File: config.mk
export PLATFORM = sky130hd
export DESIGN_NAME = regbus2axi4lite
export DESIGN_NICKNAME = d
export VERILOG_FILES = /design/src/rtl/soc_miner_pkg.sv /design/src/rtl/regbus2axi4lite.sv
export SDC_FILE = /design/constraint.sdc
export NUM_CORES = 1
export LEC_CHECK = 0
export ABC_AREA = 1
export CAP_MARGIN = 10
export CELL_PAD_IN_SITES_DETAIL_PLACEMENT = 0
export CELL_PAD_IN_SITES_GLOBAL_PLACEMENT = 1
export CORE_MARGIN = 2
export CORE_UTILIZATION = 28
export DETAILED_ROUTE_END_ITERATION = 12
export PLACE_DENSITY_LB_ADDON = 0.1
export SETUP_SLACK_MARGIN = 0.05
export SLEW_MARGIN = 40
export SYNTH_ARGS = -nofsm -noshare
export SYNTH_HDL_FRONTEND = slang
export SYNTH_SLANG_ARGS = --single-unit
export TNS_END_PERCENT = 1
File: constraint.sdc
create_clock -name Clk -period 1.43 [get_ports Clk]
set_input_delay 0.286 -clock Clk [delete_from_list [all_inputs] [get_ports Clk]]
set_output_delay 0.286 -clock Clk [all_outputs]
set_load 0.05 [all_outputs]
File: src/rtl/soc_miner_pkg.sv
// soc_miner_pkg
// Shared definitions for the miner SoC blocks. Holds the regbus-to-AXI4-lite
// bridge state encoding, the AXI OKAY response code and a small helper that
// classifies AXI responses.
package soc_miner_pkg;

  // AXI response code for a successful access.
  localparam logic [1:0] AXI_RESP_OKAY = 2'b00;

  // Bridge FSM states.
  typedef enum logic [2:0] {
    RB2AXI_IDLE    = 3'd0,
    RB2AXI_WR_REQ  = 3'd1,
    RB2AXI_WR_RESP = 3'd2,
    RB2AXI_RD_REQ  = 3'd3,
    RB2AXI_RD_RESP = 3'd4,
    RB2AXI_DONE    = 3'd5
  } rb2axi_state_e;

  // Any response other than OKAY (SLVERR, DECERR, EXOKAY) is reported as an error.
  function automatic logic axi_resp_is_err(input logic [1:0] resp);
    return (resp != AXI_RESP_OKAY);
  endfunction

endpackage : soc_miner_pkg

File: src/rtl/regbus2axi4lite.sv
// regbus2axi4lite
// Converts single regbus accesses into AXI4-lite master transactions, one
// outstanding access at a time. Completion is signalled by a one-cycle
// reg_ready pulse carrying reg_rdata (reads) and reg_err (non-OKAY response).
//
// Ports:
//   Clk, RESET                 clock, synchronous active-high reset
//   reg_addr_valid/reg_write   request strobe and direction (held until reg_ready)
//   reg_addr/reg_wdata         request byte address and write data
//   reg_rdata/reg_ready/reg_err  completion data, pulse and error flag
//   m_aw*/m_w*/m_b*            AXI4-lite write address, data and response channels
//   m_ar*/m_r*                 AXI4-lite read address and data channels
//
// All outputs come straight from flops (or are constants).
module regbus2axi4lite
  import soc_miner_pkg::*;
#(
  parameter int ADDR_WIDTH = 32,
  parameter int DATA_WIDTH = 32
) (
  input  logic                    Clk,
  input  logic                    RESET,
  // regbus side
  input  logic                    reg_addr_valid,
  input  logic                    reg_write,
  input  logic [ADDR_WIDTH-1:0]   reg_addr,
  input  logic [DATA_WIDTH-1:0]   reg_wdata,
  output logic [DATA_WIDTH-1:0]   reg_rdata,
  output logic                    reg_ready,
  output logic                    reg_err,
  // AXI4-lite write address
  output logic                    m_awvalid,
  input  logic                    m_awready,
  output logic [ADDR_WIDTH-1:0]   m_awaddr,
  output logic [2:0]              m_awprot,
  // AXI4-lite write data
  output logic                    m_wvalid,
  input  logic                    m_wready,
  output logic [DATA_WIDTH-1:0]   m_wdata,
  output logic [DATA_WIDTH/8-1:0] m_wstrb,
  // AXI4-lite write response
  input  logic                    m_bvalid,
  output logic                    m_bready,
  input  logic [1:0]              m_bresp,
  // AXI4-lite read address
  output logic                    m_arvalid,
  input  logic                    m_arready,
  output logic [ADDR_WIDTH-1:0]   m_araddr,
  output logic [2:0]              m_arprot,
  // AXI4-lite read data
  input  logic                    m_rvalid,
  output logic                    m_rready,
  input  logic [DATA_WIDTH-1:0]   m_rdata,
  input  logic [1:0]              m_rresp
);

  // Byte-lane bits of the address are dropped so every access is word aligned.
  localparam int unsigned LANE_BITS = $clog2(DATA_WIDTH / 8);
  localparam logic [ADDR_WIDTH-1:0] ALIGN_MASK = {ADDR_WIDTH{1'b1}} << LANE_BITS;

  rb2axi_state_e         state_q,   state_d;
  logic                  aw_done_q, aw_done_d;
  logic                  w_done_q,  w_done_d;
  logic                  awvalid_q, awvalid_d;
  logic                  wvalid_q,  wvalid_d;
  logic                  bready_q,  bready_d;
  logic                  arvalid_q, arvalid_d;
  logic                  rready_q,  rready_d;
  logic [ADDR_WIDTH-1:0] awaddr_q,  awaddr_d;
  logic [ADDR_WIDTH-1:0] araddr_q,  araddr_d;
  logic [DATA_WIDTH-1:0] wdata_q,   wdata_d;
  logic [DATA_WIDTH-1:0] rdata_q,   rdata_d;
  logic                  err_q,     err_d;
  logic                  ready_q,   ready_d;

  logic aw_hs_s;
  logic w_hs_s;
  logic b_hs_s;
  logic ar_hs_s;
  logic r_hs_s;

  assign aw_hs_s = awvalid_q & m_awready;
  assign w_hs_s  = wvalid_q  & m_wready;
  assign b_hs_s  = bready_q  & m_bvalid;
  assign ar_hs_s = arvalid_q & m_arready;
  assign r_hs_s  = rready_q  & m_rvalid;

  // Next-state and next-output logic for the bridge FSM.
  always_comb begin
    state_d   = state_q;
    aw_done_d = aw_done_q;
    w_done_d  = w_done_q;
    awvalid_d = awvalid_q;
    wvalid_d  = wvalid_q;
    bready_d  = bready_q;
    arvalid_d = arvalid_q;
    rready_d  = rready_q;
    awaddr_d  = awaddr_q;
    araddr_d  = araddr_q;
    wdata_d   = wdata_q;
    rdata_d   = rdata_q;
    err_d     = err_q;
    ready_d   = 1'b0;

    case (state_q)
      RB2AXI_IDLE: begin
        if (reg_addr_valid) begin
          if (reg_write) begin
            awaddr_d  = reg_addr & ALIGN_MASK;
            wdata_d   = reg_wdata;
            awvalid_d = 1'b1;
            wvalid_d  = 1'b1;
            aw_done_d = 1'b0;
            w_done_d  = 1'b0;
            state_d   = RB2AXI_WR_REQ;
          end else begin
            araddr_d  = reg_addr & ALIGN_MASK;
            arvalid_d = 1'b1;
            state_d   = RB2AXI_RD_REQ;
          end
        end else begin
          state_d = RB2AXI_IDLE;
        end
      end

      RB2AXI_WR_REQ: begin
        // AW and W complete independently; the flags remember which is done.
        if (aw_hs_s) begin
          awvalid_d = 1'b0;
          aw_done_d = 1'b1;
        end else begin
          awvalid_d = awvalid_q;
        end
        if (w_hs_s) begin
          wvalid_d = 1'b0;
          w_done_d = 1'b1;
        end else begin
          wvalid_d = wvalid_q;
        end
        if ((aw_done_q | aw_hs_s) & (w_done_q | w_hs_s)) begin
          bready_d = 1'b1;
          state_d  = RB2AXI_WR_RESP;
        end else begin
          state_d  = RB2AXI_WR_REQ;
        end
      end

      RB2AXI_WR_RESP: begin
        if (b_hs_s) begin
          bready_d  = 1'b0;
          aw_done_d = 1'b0;
          w_done_d  = 1'b0;
          err_d     = axi_resp_is_err(m_bresp);
          ready_d   = 1'b1;
          state_d   = RB2AXI_DONE;
        end else begin
          state_d   = RB2AXI_WR_RESP;
        end
      end

      RB2AXI_RD_REQ: begin
        if (ar_hs_s) begin
          arvalid_d = 1'b0;
          rready_d  = 1'b1;
          state_d   = RB2AXI_RD_RESP;
        end else begin
          state_d   = RB2AXI_RD_REQ;
        end
      end

      RB2AXI_RD_RESP: begin
        // Read data is captured even when the response is an error.
        if (r_hs_s) begin
          rready_d = 1'b0;
          rdata_d  = m_rdata;
          err_d    = axi_resp_is_err(m_rresp);
          ready_d  = 1'b1;
          state_d  = RB2AXI_DONE;
        end else begin
          state_d  = RB2AXI_RD_RESP;
        end
      end

      RB2AXI_DONE: begin
        // reg_ready is high in this state; the requester drops its request now.
        state_d = RB2AXI_IDLE;
      end

      default: begin
        awvalid_d = 1'b0;
        wvalid_d  = 1'b0;
        bready_d  = 1'b0;
        arvalid_d = 1'b0;
        rready_d  = 1'b0;
        aw_done_d = 1'b0;
        w_done_d  = 1'b0;
        state_d   = RB2AXI_IDLE;
      end
    endcase
  end

  // State and output registers with synchronous reset.
  always_ff @(posedge Clk) begin
    if (RESET) begin
      state_q   <= RB2AXI_IDLE;
      aw_done_q <= 1'b0;
      w_done_q  <= 1'b0;
      awvalid_q <= 1'b0;
      wvalid_q  <= 1'b0;
      bready_q  <= 1'b0;
      arvalid_q <= 1'b0;
      rready_q  <= 1'b0;
      awaddr_q  <= {ADDR_WIDTH{1'b0}};
      araddr_q  <= {ADDR_WIDTH{1'b0}};
      wdata_q   <= {DATA_WIDTH{1'b0}};
      rdata_q   <= {DATA_WIDTH{1'b0}};
      err_q     <= 1'b0;
      ready_q   <= 1'b0;
    end else begin
      state_q   <= state_d;
      aw_done_q <= aw_done_d;
      w_done_q  <= w_done_d;
      awvalid_q <= awvalid_d;
      wvalid_q  <= wvalid_d;
      bready_q  <= bready_d;
      arvalid_q <= arvalid_d;
      rready_q  <= rready_d;
      awaddr_q  <= awaddr_d;
      araddr_q  <= araddr_d;
      wdata_q   <= wdata_d;
      rdata_q   <= rdata_d;
      err_q     <= err_d;
      ready_q   <= ready_d;
    end
  end

  assign reg_rdata = rdata_q;
  assign reg_ready = ready_q;
  assign reg_err   = err_q;
  assign m_awvalid = awvalid_q;
  assign m_awaddr  = awaddr_q;
  assign m_awprot  = 3'b000;
  assign m_wvalid  = wvalid_q;
  assign m_wdata   = wdata_q;
  assign m_wstrb   = {(DATA_WIDTH/8){1'b1}};
  assign m_bready  = bready_q;
  assign m_arvalid = arvalid_q;
  assign m_araddr  = araddr_q;
  assign m_arprot  = 3'b000;
  assign m_rready  = rready_q;

endmodule : regbus2axi4lite

**Yosys cells after proc, flatten, opt, wreduce, memory -nomap -nowiden**

Index checks and enable logic that the tools add are counted.

- Mux-type cells: 35
- Equality and inequality tests: 14
- Bitwise operators: 14
- Reduce and logical (&&, ||, !) cells: 20

Operators by type and width:

| operator | count |
|---|---|
| two-way mux 1 bit | 20 |
| != test 2 bit, second input constant | 9 |
| OR reduction 4 bit | 4 |
| case mux 1 bit (3 select lines) | 5 |
| case mux 3 bit (5 select lines) | 1 |
| AND reduction 3 bit | 5 |
| AND reduction 4 bit | 3 |
| AND reduction 5 bit | 2 |
| two-way mux 3 bit | 3 |
| case mux 1 bit (4 select lines) | 2 |
| bitwise AND 1 bit | 6 |
| == test 3 x 2 -> 1 bit, second input constant | 2 |
| == test 3 bit, second input constant | 2 |
| NOT 1 bit | 6 |
| nonzero test 2 bit | 3 |
| two-way mux 2 bit | 2 |
| case mux 1 bit (2 select lines) | 2 |
| == test 3 x 1 -> 1 bit, second input constant | 1 |
| logical NOT 3 bit | 1 |
| OR reduction 3 bit | 1 |
| bitwise OR 1 bit | 2 |
| AND reduction 2 bit | 1 |

- Word-level logic and storage cells: 97
- Flip-flop bits (word level): 136
- Output and inout bits: 145

**Depth between registers and ports, before layout**

Gate-level depths: netlist (run 1).

- Word-level depth: 5
- Mapped depth: 9

**Least setup slack after synthesis (run 1)**

OpenSTA, ideal clock, no wires.

- Path type: register to register
- From: register m_wvalid (netlist name)
- To: register awaddr_q[23], in the netlist m_awaddr[23]
- Data required time: 1360 ps
- Library setup time: 70 ps
- Period minus slack after synthesis: 1435 ps
- Arrival time: 1364 ps
- Cell stages (with the launch flop): 8
- Path slack: -5 ps
- Buffers on the path: 1
- Path through: dfxtp_1 > nand2_1 > nand3_1 > nand2_1 > inv_2 > buf_2 > nand3_1 > a21oi_1

RTL lines:

| element | RTL line | text |
|---|---|---|
| end signal, assigned | regbus2axi4lite.sv:213 | `awaddr_q <= {ADDR_WIDTH{1'b0}};` |
| end signal, assigned | regbus2axi4lite.sv:228 | `awaddr_q <= awaddr_d;` |
| end, declared | regbus2axi4lite.sv:69 | `logic [ADDR_WIDTH-1:0] awaddr_q, awaddr_d;` |

**Worst setup path in the final report (run 1)**

- From: register state_q[0]
- To: register awaddr_q[4], in the netlist m_awaddr[4]

- Cells in the longest elaborated chain, start to end: 2

RTL lines:

| element | RTL line | text |
|---|---|---|
| start, declared | regbus2axi4lite.sv:61 | `rb2axi_state_e state_q, state_d;` |
| start signal, assigned | regbus2axi4lite.sv:220 | `state_q <= state_d;` |
| logical NOT 3 bit | regbus2axi4lite.sv:105 | `case (state_q)` |
| AND reduction 3 bit (no line) | n/a |  |

No other way between the ends.
A chain may end at the register's enable or synchronous reset.

==> impl_metrics.json, run 1 <==
{
  "finalNetCount": 1033,
  "synth_area_leaders": "dfxtp_1, a21oi_1, nand3_1",
  "grt_usage_pct": 17.7,
  "die_w_um": 140,
  "violations": "setup timing",
  "slew_viol_final": 0,
  "via_per_inst": 4.61,
  "power_frac_seq_pct": 33.0,
  "swShare_pct": 32.7,
  "root_buffer": "clkbuf_16",
  "initial_core_util_pct": 28.8,
  "cts_hold_buf": 0,
  "slowest_stage": "dfxtp_4",
  "avgSynthCellArea_sq_um": 7.76,
  "rows": 49,
  "port_buffers": 237,
  "grt_pass1_wl_um": 27600,
  "skew_ps": 9.04,
  "dp_hpwl_um": 12800,
  "post_drt_wl_per_cell_um": 15.4,
  "num_io_pins": 254,
  "h-tree-depth": 4,
  "fin_cells": 1168,
  "grt_pass1_vias": 5159,
  "final_area_sq_um": 10200,
  "netlist.area_leader.share_pct": 52.2,
  "drive_gt1_share_pct": 26.1,
  "synth.most_common_cell": "dfxtp_1",
  "antenna_found_initial": 2,
  "place_area_sq_um": 9260,
  "power_density_nw_per_um2": 1340,
  "syn-cell-area_sq_um": 5210,
  "synth-seq-cells": 136,
  "synthTopCellsByCount": "dfxtp_1, a21oi_1, nand2_1",
  "switching_power_w": 0.00447,
  "drt_iter0_drc": 189,
  "rsz0062_at_grt": "true",
  "first_pass_iters": 4,
  "crit_type": "register to register",
  "place_ws_ps": -287,
  "finalCritPeriodShare_pct": 103,
  "dp.cells": 1123,
  "cts_buffers": 17,
  "syn_to_final_growth_pct": 95.9,
  "overflow": 0,
  "synth_edf_count": 0,
  "insertion_delay_ps": 420,
  "max_freq_ghz": 0.677,
  "synthFlopType": "dfxtp_1",
  "period_minus_slack_ps": 1480,
  "grt_max_degree": 70,
  "clock_sinks": 136,
  "hold_class": "primary input to register",
  "leakagePower_nw": 4.01,
  "fp.coreArea_sq_um": 18100,
  "status": "complete, but fails checks",
  "power_frac_clock_pct": 33.9,
  "max_stage_delay_ps": 360,
  "hold_violations": 0,
  "ant_nets": 0,
  "gp_congestion": 0.758,
  "totalWireLength_um": 18000,
  "ys_seq_area_share_pct": 52.2,
  "setup_violations": 49,
  "internal_power_w": 0.00922,
  "fin_ws_ps": -46.8,
  "post-route-drc-count": 0,
  "arrival_ps": 1780,
  "crit_chain": "nor2_4 -> inv_2 -> nor2_4 -> buf_6 -> nand3_4 -> buf_12 -> clkbuf_16 -> nand2_1 -> a21oi_1",
  "cts_tree": "built",
  "syn_inst": 672,
  "async_flop_share_pct": 0,
  "cp.required_ps": 1730,
  "total_power_w": 0.0137,
  "path_max_fanout": 13,
  "path_clk_slew_ps": 60,
  "clk_path_buf_depth": 2,
  "synth.distinct_cells": 23,
  "drv_cap": 0,
  "reg2reg_from": "state_q[0]$_SDFF_PP0_",
  "fin_hold_ws_ps": 356,
  "ir_drop_v": 0.00118,
  "cp-end-kind": "register",
  "p_comb_share_pct": 33.1,
  "die_h_um": 140,
  "hp-start": "RESET",
  "die_area_sq_um": 19700,
  "startpoint": "state_q[0]$_SDFF_PP0_",
  "cpMostUsedCell": "nor2_4",
  "yosys.area.top_type": "dfxtp_1",
  "worstSetupStartpointType": "register",
  "yosysWarnings": 0,
  "route.vias.total": 5388
}
==> sequential cells by signal, indices dropped and copies added (netlist names) <==
| name | flops |
|---|---|
| aw_done_q | 1 |
| m_araddr | 30 |
| m_arvalid | 1 |
| m_awaddr | 30 |
| m_awvalid | 1 |
| m_bready | 1 |
| m_rready | 1 |
| m_wdata | 32 |
| m_wvalid | 1 |
| reg_err | 1 |
| reg_rdata | 32 |
| reg_ready | 1 |
| state_q | 3 |
| w_done_q | 1 |
==> kinds of logic after synthesis <==
logic type             synth area share (%)
other                                 0.144
DFF                                    52.2
AOI/OAI and AO/OA                      16.4
buffers and inverters                  10.7
and+or+nand+nor                        20.5
==> final timing paths <==
path              depth (start not counted)                   endpoint  slack (ps)
hold / removal                            3  m_awaddr[18]$_SDFFE_PP0P_         360
hold reg to reg                           2  reg_rdata[6]$_SDFFE_PP0P_         480
setup reg to reg                          9   m_awaddr[4]$_SDFFE_PP0P_         -50
setup / recovery                          9   m_awaddr[4]$_SDFFE_PP0P_         -50
==> routing by layer <==
| layer | global-route usage, % | up-vias | part of all wire (%) |
|---|---|---|---|
| met2 | 29.0 | 186 | 49 |
| met4 | 7.74 | 0 | 2.4 |
| met3 | 6.39 | 27 | 7.8 |
| met1 | 21.0 | 2490 | 41 |
| li1 | - | 2685 | - |
| met5 | 0 | - | 0 |
==> final cells by class <==
cell class	count	area, sq um
tap	229	287
timing repair buffer	282	4310
fill	1560	7870
clock buffer	18	429
inverter	52	203
multi-input combinational	435	2060
sequential	136	2730
clock inverter	14	198
antenna	2	5.00
==> cells in the final DEF (no fill, tap or decap), drive strengths merged, types with 4 or more instances in the layout <==
master	synthesis	routed
conb	2	14
dfxtp	136	136
clkdlybuf4s50	0	105
bufinv	0	4
o21ai	65	65
inv	52	54
nor2	77	77
nand3	78	78
clkinvlp	0	5
clkbuf	18	23
nand2	94	94
buf	43	172
a21oi	103	103
==> power by group through the flow <==
stage	sequential, W	clock, W	combinational [W]
after floorplan	0.00552	0	0.00113
after global routing	0.00456	0.00494	0.00479
after detailed placement	0.00459	0	0.00433
after CTS	0.00452	0.00478	0.00442
after global placement	0.00458	0	0.00428
final	0.00452	0.00464	0.00453
==> critical path: cells and delay by family, from the launching register on <==
family	cells	cell delay (ps)
flip-flops	1	360
buffers and inverters	4	520
AO/OA/AOI/OAI	1	60
AND/OR/NAND/NOR	4	390
==> metrics by stage <==
stage	utilization (%)	TNS [ps]
2_1_floorplan	-	0
3_3_place_gp	51.2	-20020
3_5_place_dp	51.2	-22020
4_1_cts	55.2	0
5_1_grt	56.5	-5100
6_report	56.5	-1010
==> timing repair <==
action / in CTS / in global routing
pin swaps: 4 / 6
gates cloned: 1 / 5
gates resized for setup: 16 / 46
setup endpoints to repair: 102 / 119
setup buffers: 3 / 2
Note: power is estimated with default switching activity, not from simulation.
==> run 2: changes to the inputs <==
--- a/config.mk
+++ b/config.mk
@@ -11,6 +11,7 @@
 export CELL_PAD_IN_SITES_GLOBAL_PLACEMENT = 1
 export CORE_MARGIN = 2
 export CORE_UTILIZATION = 28
+export CTS_CLUSTER_SIZE = 8
 export DETAILED_ROUTE_END_ITERATION = 12
 export PLACE_DENSITY_LB_ADDON = 0.1
 export SETUP_SLACK_MARGIN = 0.05
==> results of run 2 <==
Same layout as run 1: the final DEF is identical, and so are final timing and power.
==> run 3: changes to the inputs <==
--- a/config.mk
+++ b/config.mk
@@ -7,10 +7,10 @@
 export LEC_CHECK = 0
 export ABC_AREA = 1
 export CAP_MARGIN = 10
-export CELL_PAD_IN_SITES_DETAIL_PLACEMENT = 0
-export CELL_PAD_IN_SITES_GLOBAL_PLACEMENT = 1
+export CELL_PAD_IN_SITES_DETAIL_PLACEMENT = 1
+export CELL_PAD_IN_SITES_GLOBAL_PLACEMENT = 2
 export CORE_MARGIN = 2
-export CORE_UTILIZATION = 28
+export CORE_UTILIZATION = 21
 export CTS_CLUSTER_SIZE = 8
 export DETAILED_ROUTE_END_ITERATION = 12
 export PLACE_DENSITY_LB_ADDON = 0.1
==> run 3 against run 2 <==
Cell count rose by 9.2%; clock skew hardly changed; routed wire length is 22% higher; first-iteration DRC count is 23% higher; clock power down 4.7%; critical path type unchanged; power increased by 2.0%; highest routed layer unchanged; the flow still finishes with violations (setup timing); largest cell class unchanged.
==> impl_metrics.json, run 3 (synthesis gave the netlist of run 1 again) <==
{
  "status": "complete, but fails checks",
  "violations": "setup timing",
  "power_frac_seq_pct": 32.4,
  "dp.cells": 1224,
  "ir_drop_v": 0.000608,
  "internal_power_w": 0.00917,
  "drive_gt1_share_pct": 30.3,
  "max_freq_ghz": 0.683,
  "ant_nets": 0,
  "cp_top_family": "buffers and inverters",
  "hold_depth": 3,
  "rsz0062_at_grt": "true",
  "p_comb_share_pct": 35.9,
  "startpoint": "state_q[0]$_SDFF_PP0_",
  "drt_iter0_drc": 233,
  "worst-r2r-setup-slack_ps": -30,
  "h-tree-depth": 4,
  "fin_ws_ps": -33.4,
  "overflow": 0,
  "reg2regPathDepth": 9,
  "initial_core_util_pct": 21.4,
  "fp.coreArea_sq_um": 24300,
  "rows": 57,
  "finalCritPeriodShare_pct": 102,
  "worstSetupStartpointType": "register",
  "via_per_inst": 4.37,
  "reg2reg_from": "state_q[0]$_SDFF_PP0_",
  "die_h_um": 162,
  "first_pass_iters": 4,
  "num_io_pins": 254,
  "path_clk_slew_ps": 60,
  "skew_ps": 8.76,
  "crit_chain": "nor2_4 -> inv_2 -> nor2_4 -> buf_12 -> nand3_4 -> buf_12 -> buf_12 -> nand2_1 -> a21oi_2",
  "endpoint": "m_awaddr[7]$_SDFFE_PP0P_",
  "hold_violations": 0,
  "post-route-drc-count": 0,
  "period_minus_slack_ps": 1460,
  "setup_violations": 13,
  "rr_endpoint": "m_awaddr[7]$_SDFFE_PP0P_",
  "arrival_ps": 1750,
  "die_w_um": 162,
  "path_max_fanout": 9,
  "swShare_pct": 34.3,
  "cp_num_cells": 9,
  "dp_hpwl_um": 15400,
  "antenna_cells": 0,
  "finalNetCount": 1049,
  "crit_buf_inv": 4,
  "clock_sinks": 136,
  "gp_congestion": 0.761,
  "crit_type": "register to register",
  "die_area_sq_um": 26100,
  "grt_max_degree": 55,
  "totalWireLength_um": 21900,
  "place_ws_ps": -292,
  "port_buffers": 237,
  "mostFrequentLayoutCells": "buf_12, dfxtp_1, clkdlybuf4s50_1, a21oi_1, nand3_1",
  "power_density_nw_per_um2": 1310,
  "grt_usage_pct": 16.7,
  "route.vias.total": 5576,
  "clk_path_buf_depth": 2,
  "hold_class": "primary input to register",
  "cts_buffers": 17,
  "cts_tree": "built",
  "total_power_w": 0.0140,
  "slowest_stage": "dfxtp_4",
  "mostFrequentLayoutCell": "buf_12",
  "cts_hold_buf": 0,
  "cp-end-kind": "register",
  "root_buffer": "clkbuf_16",
  "power_frac_clock_pct": 31.7,
  "cp.required_ps": 1720,
  "switching_power_w": 0.00479,
  "syn_to_final_growth_pct": 104,
  "slew_viol_final": 0,
  "cpMostUsedCell": "buf_12",
  "grt_pass1_vias": 5910,
  "fin_cells": 1276,
  "max_stage_delay_ps": 360,
  "antenna_found_initial": 0,
  "drv_cap": 0,
  "insertion_delay_ps": 420,
  "leakagePower_nw": 4.14,
  "post_drt_wl_per_cell_um": 17.2,
  "filler_cell_count": 2704,
  "grt_pass1_wl_um": 33700
}
[run 3: changes by cell type in the layout (fill, tap and decap cells not counted), moves of 4 or more]
cell	before	now
nand2_1	74	68
o21ai_0	34	12
a21oi_1	101	97
o21ai_1	31	41
a21oi_2	2	6
buf_4	21	28
o21ai_2	0	12
buf_16	1	5
[run 3: area by class of cell]
| cell class | count | area [sq um] | area share, % |
|---|---|---|---|
| Clock buffer | 18 | 439 | 4.12 |
| Timing Repair Buffer | 298 | 4550 | 42.6 |
| Inverter | 52 | 218 | 2.04 |
| Clock inverter | 13 | 149 | 1.40 |
| Sequential cell | 136 | 2730 | 25.6 |
| Tap cell | 324 | 405 | 3.80 |
| Multi-Input combinational cell | 435 | 2170 | 20.4 |
[run 3: worst min-delay path by stage]
stage,from,end,slack [ps]
after detailed placement,reg_rdata[13]$_SDFFE_PP0P_,reg_rdata[13]$_SDFFE_PP0P_,470
after global routing,RESET,state_q[0]$_SDFF_PP0_,360
after CTS,RESET,reg_ready$_SDFF_PP0_,350
after floorplan,reg_addr[31],m_awaddr[31]$_SDFFE_PP0P_,450
after global placement,w_done_q$_SDFFE_PP0P_,w_done_q$_SDFFE_PP0P_,470
final,RESET,reg_ready$_SDFF_PP0_,360
[run 3: what timing repair did]
item | 4_1_cts | 5_1_grt
pin swaps | 12 | 4
setup buffers | 11 | 0
endpoints found under the setup margin | 128 | 133
gates resized for setup | 82 | 51
gates cloned | 5 | 6
[run 3: stage by stage]
step | TNS, ps | util, % | instance area [sq um] | hold slack (ps)
after detailed placement | -26220 | 38.8 | 9430 | 474
after CTS | -1300 | 42.8 | 10400 | 354
final | -80.0 | 43.8 | 10700 | 364
after floorplan | 0 | - | 5260 | 446
after global placement | -23610 | 38.8 | 9430 | 467
after global routing | -5060 | 43.8 | 10700 | 362
[run 3: power by group through the flow]
stage / logic [W] / clock network, W / registers (W)
global route: 0.00531 / 0.00478 / 0.00457
global placement: 0.00443 / 0 / 0.00458
CTS: 0.00485 / 0.00459 / 0.00453
floorplan: 0.00113 / 0 / 0.00552
detailed placement: 0.00448 / 0 / 0.00460
finish: 0.00501 / 0.00442 / 0.00453
[run 3: metal layers]
layer  GRT usage, %  up-vias  wire length [um]
met4           4.46        0               234
met1           19.8     2687              9210
met2           29.0      159             11100
met5              0        -                 0
li1               -     2713                 -
met3           5.34       17              1410
[run 3: worst min-delay path: cells and delay by family]
family	cells	cell delay [ps]
AND/OR/NAND/NOR	1	100
buffers and inverters	2	350
